### config.mk
export PLATFORM = sky130hd
export DESIGN_NAME = inst_fetch_unit_flat
export DESIGN_NICKNAME = d
export VERILOG_FILES = /design/src/rtl/inst_fetch_unit_pkg.sv /design/src/rtl/inst_fetch_unit_if.sv /design/src/rtl/fetch_pc_reg.sv /design/src/rtl/inst_fetch_unit.sv /design/src/flat_wrapper.sv
export SDC_FILE = /design/constraint.sdc
export NUM_CORES = 1
export LEC_CHECK = 0
export ABC_AREA = 1
export ABC_CLOCK_PERIOD_IN_PS = 2100
export CORE_ASPECT_RATIO = 1.1
export CORE_MARGIN = 3
export CORE_UTILIZATION = 46
export CTS_BUF_LIST = sky130_fd_sc_hd__clkbuf_8
export DETAILED_ROUTE_END_ITERATION = 8
export PLACE_DENSITY = 0.9
export SLEW_MARGIN = 20
export SYNTH_ARGS = -nofsm -noshare
export SYNTH_HDL_FRONTEND = slang
export SYNTH_HIERARCHICAL = 1
export SYNTH_SLANG_ARGS = --single-unit
### constraint.sdc
create_clock -name clk -period 2.1 [get_ports clk]
set_input_delay 0.42 -clock clk [delete_from_list [all_inputs] [get_ports clk]]
set_output_delay 0.42 -clock clk [all_outputs]
set_load 0.005 [all_outputs]
### src/rtl/inst_fetch_unit_pkg.sv
// Shared types and constants for the instruction fetch stage.
package inst_fetch_unit_pkg;

  localparam int unsigned INST_ADDR_BUS = 32;
  localparam int unsigned INST_DATA_BUS = 32;

  localparam logic [INST_ADDR_BUS-1:0] RESET_PC_DEFAULT = 32'h8000_0000;
  localparam logic [INST_DATA_BUS-1:0] INST_NOP         = 32'h0000_0013;

  localparam logic RST_ENABLE = 1'b1;

  typedef enum logic [1:0] {
    StReq  = 2'd0,
    StWait = 2'd1,
    StOut  = 2'd2
  } fetch_state_e;

endpackage

### src/rtl/inst_fetch_unit_if.sv
// Fetch-stage connections: redirect input, imem request/response and decode-side buffer.
interface inst_fetch_unit_if #(
  parameter int unsigned ADDR_W = 32,
  parameter int unsigned DATA_W = 32
);
  logic              redirect_valid;
  logic [ADDR_W-1:0] redirect_pc;
  logic              imem_req_valid;
  logic [ADDR_W-1:0] imem_req_addr;
  logic              imem_req_ready;
  logic              imem_resp_valid;
  logic [DATA_W-1:0] imem_resp_data;
  logic              imem_resp_err;
  logic              inst_valid;
  logic              inst_ready;
  logic [ADDR_W-1:0] pc;
  logic [DATA_W-1:0] inst;
  logic              inst_fault;

  modport master (
    input  redirect_valid, redirect_pc, imem_req_ready, imem_resp_valid, imem_resp_data,
           imem_resp_err, inst_ready,
    output imem_req_valid, imem_req_addr, inst_valid, pc, inst, inst_fault
  );

  modport slave (
    output redirect_valid, redirect_pc, imem_req_ready, imem_resp_valid, imem_resp_data,
           imem_resp_err, inst_ready,
    input  imem_req_valid, imem_req_addr, inst_valid, pc, inst, inst_fault
  );
endinterface

### src/rtl/fetch_pc_reg.sv
// Fetch PC register: reset vector, word-aligned redirect load and +4 advance.
module fetch_pc_reg
  import inst_fetch_unit_pkg::*;
#(
  parameter int unsigned       ADDR_W   = INST_ADDR_BUS,
  parameter logic [ADDR_W-1:0] RESET_PC = ADDR_W'(RESET_PC_DEFAULT)
) (
  input  logic              clk,
  input  logic              rst,
  input  logic              redirect_valid_i,
  input  logic [ADDR_W-1:0] redirect_pc_i,
  input  logic              incr_i,
  output logic [ADDR_W-1:0] pc_o
);

  logic [ADDR_W-1:0] pc_q;

  always_ff @(posedge clk) begin
    if (rst == RST_ENABLE) begin
      pc_q <= RESET_PC;
    end else if (redirect_valid_i) begin
      pc_q <= {redirect_pc_i[ADDR_W-1:2], 2'b00};
    end else if (incr_i) begin
      pc_q <= pc_q + ADDR_W'(4);
    end
  end

  assign pc_o = pc_q;

endmodule

### src/rtl/inst_fetch_unit.sv
// Instruction fetch stage: one outstanding imem read, single-entry output buffer to decode,
// with redirect-driven squashing of stale responses.
module inst_fetch_unit
  import inst_fetch_unit_pkg::*;
#(
  parameter int unsigned       ADDR_W   = INST_ADDR_BUS,
  parameter int unsigned       DATA_W   = INST_DATA_BUS,
  parameter logic [ADDR_W-1:0] RESET_PC = ADDR_W'(RESET_PC_DEFAULT)
) (
  input logic                clk,
  input logic                rst,
  inst_fetch_unit_if.master  bus
);

  fetch_state_e      state_q;
  logic              drop_q;
  logic              inst_valid_q;
  logic              fault_q;
  logic [DATA_W-1:0] inst_q;
  logic [ADDR_W-1:0] pc_out_q;
  logic [ADDR_W-1:0] pc;
  logic              req_valid;
  logic              req_fire;
  logic              pc_incr;

  assign req_valid = (state_q == StReq) && (rst != RST_ENABLE);
  assign req_fire  = req_valid && bus.imem_req_ready;
  // A redirect in the accept cycle still consumes the entry but suppresses the +4.
  assign pc_incr   = (state_q == StOut) && bus.inst_ready && !bus.redirect_valid;

  fetch_pc_reg #(
    .ADDR_W   (ADDR_W),
    .RESET_PC (RESET_PC)
  ) u_pc_reg (
    .clk              (clk),
    .rst              (rst),
    .redirect_valid_i (bus.redirect_valid),
    .redirect_pc_i    (bus.redirect_pc),
    .incr_i           (pc_incr),
    .pc_o             (pc)
  );

  always_ff @(posedge clk) begin
    if (rst == RST_ENABLE) begin
      state_q      <= StReq;
      drop_q       <= 1'b0;
      inst_valid_q <= 1'b0;
      fault_q      <= 1'b0;
      inst_q       <= DATA_W'(INST_NOP);
      pc_out_q     <= RESET_PC;
    end else begin
      case (state_q)
        StReq: begin
          if (req_fire) begin
            state_q <= StWait;
            // Request already left with the old pc; squash whatever comes back.
            if (bus.redirect_valid) drop_q <= 1'b1;
          end
        end
        StWait: begin
          if (bus.imem_resp_valid) begin
            if (drop_q || bus.redirect_valid) begin
              drop_q  <= 1'b0;
              state_q <= StReq;
            end else begin
              inst_q       <= bus.imem_resp_err ? DATA_W'(INST_NOP) : bus.imem_resp_data;
              fault_q      <= bus.imem_resp_err;
              pc_out_q     <= pc;
              inst_valid_q <= 1'b1;
              state_q      <= StOut;
            end
          end else if (bus.redirect_valid) begin
            drop_q <= 1'b1;
          end
        end
        StOut: begin
          if (bus.redirect_valid || bus.inst_ready) begin
            inst_valid_q <= 1'b0;
            state_q      <= StReq;
          end
        end
        default: state_q <= StReq;
      endcase
    end
  end

  assign bus.imem_req_valid = req_valid;
  assign bus.imem_req_addr  = pc;
  assign bus.inst_valid     = inst_valid_q;
  assign bus.pc             = pc_out_q;
  assign bus.inst           = inst_q;
  assign bus.inst_fault     = fault_q;

endmodule

### src/flat_wrapper.sv
// flat-port wrapper written by rule: the top's interface ports become plain ports
module inst_fetch_unit_flat import inst_fetch_unit_pkg::*;
#(
  parameter int unsigned       ADDR_W   = INST_ADDR_BUS,
  parameter int unsigned       DATA_W   = INST_DATA_BUS,
  parameter logic [ADDR_W-1:0] RESET_PC = ADDR_W'(RESET_PC_DEFAULT)
)
  (clk, rst, bus_redirect_valid, bus_redirect_pc, bus_imem_req_ready, bus_imem_resp_valid, bus_imem_resp_data, bus_imem_resp_err, bus_inst_ready, bus_imem_req_valid, bus_imem_req_addr, bus_inst_valid, bus_pc, bus_inst, bus_inst_fault);
  inst_fetch_unit_if #(.ADDR_W(ADDR_W), .DATA_W(DATA_W)) bus_i ();
  input logic clk;
  input logic rst;
  input wire logic [$bits(bus_i.redirect_valid)-1:0] bus_redirect_valid;
  input wire logic [$bits(bus_i.redirect_pc)-1:0] bus_redirect_pc;
  input wire logic [$bits(bus_i.imem_req_ready)-1:0] bus_imem_req_ready;
  input wire logic [$bits(bus_i.imem_resp_valid)-1:0] bus_imem_resp_valid;
  input wire logic [$bits(bus_i.imem_resp_data)-1:0] bus_imem_resp_data;
  input wire logic [$bits(bus_i.imem_resp_err)-1:0] bus_imem_resp_err;
  input wire logic [$bits(bus_i.inst_ready)-1:0] bus_inst_ready;
  output wire logic [$bits(bus_i.imem_req_valid)-1:0] bus_imem_req_valid;
  output wire logic [$bits(bus_i.imem_req_addr)-1:0] bus_imem_req_addr;
  output wire logic [$bits(bus_i.inst_valid)-1:0] bus_inst_valid;
  output wire logic [$bits(bus_i.pc)-1:0] bus_pc;
  output wire logic [$bits(bus_i.inst)-1:0] bus_inst;
  output wire logic [$bits(bus_i.inst_fault)-1:0] bus_inst_fault;
  assign bus_i.redirect_valid = bus_redirect_valid;
  assign bus_i.redirect_pc = bus_redirect_pc;
  assign bus_i.imem_req_ready = bus_imem_req_ready;
  assign bus_i.imem_resp_valid = bus_imem_resp_valid;
  assign bus_i.imem_resp_data = bus_imem_resp_data;
  assign bus_i.imem_resp_err = bus_imem_resp_err;
  assign bus_i.inst_ready = bus_inst_ready;
  assign bus_imem_req_valid = bus_i.imem_req_valid;
  assign bus_imem_req_addr = bus_i.imem_req_addr;
  assign bus_inst_valid = bus_i.inst_valid;
  assign bus_pc = bus_i.pc;
  assign bus_inst = bus_i.inst;
  assign bus_inst_fault = bus_i.inst_fault;
  inst_fetch_unit #(.ADDR_W(ADDR_W), .DATA_W(DATA_W), .RESET_PC(RESET_PC)) u_core (.clk(clk), .rst(rst), .bus(bus_i));
endmodule
==> flow_metrics.tcl <==
set metrics [dict create \
    worst_ep_arrival_time_ns 1.58 \
    power.density_nw_per_um2 600 \
    setup_viol 0 \
    clkSlewWorstSetupHoldPaths_ns 0.09 \
    yosysMostFrequentCell "nand2_1" \
    netlist_instances 631 \
    initial_utilization_pct 47.9 \
    diodes 0 \
    portBuffers 165 \
    grt_pass1_vias 4496 \
    ys_seq_elements 99 \
    cts_sinks 99 \
    nets 859 \
    ctsHoldBuffers 0 \
    nFillCells 782 \
    synth_ff_type "dfxtp_1" \
    fp.dieH_um 110 \
    clock_latency_ns 0.38 \
    synth.top_cells.by_area "dfxtp_1 44%, nand2_1 14%, nor2_1 7.6%" \
    post_cts_buffers 0 \
    first_pass_iters 5 \
    core_region_area_um2 9490 \
    worst_clock_skew_ns 0.0130 \
    setup-tns-final_ns 0 \
    finalHoldViolCount 0 \
    antenna_found_initial 0 \
    post_cts_resized 0 \
    worstPathRequired_ns 1.68 \
    outcome "completed" \
    cts_tree "built" \
    setup_ws_ns 0.100 \
    power.leakage_nw 2.26 \
    min_path_type "in -> reg" \
    synth_top_area_cell "dfxtp_1" \
    die_w_um 101 \
    grt_max_degree 36 \
    grt_pass1_wl_mm 21.8 \
    num_vias 4777 \
    flow.area_growth_from_synthesis_pct 43.5 \
    grt.overflow.total 0 \
    dieArea_um2 11100 \
    routedWlPerCell_um 15.3 \
    cts_root_buffer "clkbuf_8" \
    maxCapViolCount 0 \
    hpwl_mm 10.1 \
    rsz0062_at_grt "no" \
    drive_gt1_share_pct 7.95 \
    synth_common_cells "172 x nand2_1, 99 x dfxtp_1, 92 x nor2_1, 59 x a21oi_1, 35 x o21ai_0" \
    totalWireLength_mm 13.9 \
    cts_buffers 9 \
    finalCritPeriodShare_pct 95.2 \
    num_rows 37 \
    netlist-cell-type-count 32 \
    syn-cell-area_um2 4550 \
    h-tree-depth 3 \
    ys_warn_count 6 \
    grt_usage_pct 24.7 \
    cts_buffer_depth 2 \
    synth_edf_count 0 \
    ys_seq_area_share_pct 43.6 \
    gp_congestion 0.895 \
    fin_crit_ns 2.00 \
    placedInstanceArea_um2 6300 \
    synth_top_area_share_pct 43.6 \
    end_kind "output port" \
    critPathLaunchType "flop" \
    worst-path-max-fanout 4 \
    drcViolationCount 0 \
    async_flop_share_pct 0 \
    maxSlewViolCount 0 \
    max-vdd-ir-drop_mv 0.315 \
    via_per_inst 5.26 \
    drt_iter0_drc 333 \
    max_freq_ghz 0.500 \
    min_path_cells 4 \
    critical_path_class "reg -> out" \
    avgSynthCellArea_um2 7.21 \
    holdWs_ns 0.356 \
    worstRegToRegCells 8 \
    drtAntennaViolNets 0 \
    final_cell_area_um2 6530 \
    ios 170 \
    pre_cts_ws_ns 0.185 \
]
[routing by layer]
layer / global-route usage, % / vias up / routed length [um]
li1: - / 2356 / -
met1: 30.0 / 2177 / 5600
met2: 43.2 / 220 / 6860
met3: 3.52 / 24 / 1150
met4: 10.7 / 0 / 279
met5: 0 / - / 0
[state kept, by name, summed over array words and instances (netlist names)]
name	count
u_core/bus.inst	32
u_core/bus.pc	32
u_core/u_pc_reg/pc_o	30
u_core/state_q	2
u_core/bus.inst_fault	1
u_core/bus.inst_valid	1
u_core/drop_q	1
[path summary, 6_finish.rpt]
check | startpoint | to | slack (ns)
min | rst | u_core/state_q[0] | 0.36
max reg2reg | u_core/u_pc_reg/pc_o[3] | u_core/u_pc_reg/pc_o[24] | 0.37
max | u_core/state_q[1] | bus_imem_req_valid | 0.10
min reg2reg | u_core/bus.inst[29] | u_core/bus.inst[29] | 0.47
[stage by stage]
| step | total power, W | std cells | util (%) |
|---|---|---|---|
| 2_1_floorplan | 0.00223 | 632 | - |
| 3_3_place_gp | 0.00252 | 893 | 66.4 |
| 3_5_place_dp | 0.00254 | 893 | 66.4 |
| 4_1_cts | 0.00395 | 909 | 68.8 |
| 5_1_grt | 0.00407 | 909 | 68.8 |
| 6_report | 0.00392 | 909 | 68.8 |
[cells in the final DEF, fill, tap and decap left out, types with 4 or more instances in the layout]
cell	count
nand2_1	172
clkdlybuf4s50_1	164
dfxtp_1	99
nor2_1	92
a21oi_1	59
o21ai_0	35
inv_1	27
nand3_1	26
a22oi_1	20
nor2_2	13
nor2_4	10
clkbuf_8	9
buf_4	8
xnor2_1	7
nand2_2	6
a31oi_1	6
buf_12	5
xor2_1	5
o21bai_1	4
[final cells by class]
cell class | count | area (um^2) | area share [%]
Multi-Input combinational cell | 470 | 2250 | 34.5
Timing Repair Buffer | 178 | 1810 | 27.7
Sequential cell | 99 | 1980 | 30.4
Tap cell | 117 | 146 | 2.24
Clock inverter | 7 | 106 | 1.63
Clock buffer | 9 | 124 | 1.90
Inverter | 29 | 109 | 1.67
[cell families (layout without fill, tap and decap cells)]
family	Yosys count	after routing	synth area share (%)
adders and majority gates	1	1	0.275
buffers and inverters	63	223	6.93
AOI/OAI and AO/OA	130	130	16.0
and+or+nand+nor	325	325	30.8
DFF	99	99	43.6
xor gates and xnor gates	12	12	2.31
other	1	2	0.0825
[worst max-delay path: stages (launching register included)]
cell and delay (ns):
dfxtp_1 0.38, nor3_1 0.27, clkdlybuf4s50_1 0.57
[power by group]
group	switching, W	total [W]	internal, W
registers	0.0000786	0.00201	0.00193
logic	0.000198	0.000486	0.000289
clock network	0.000727	0.00142	0.000693
(Power assumes the default switching activity.)
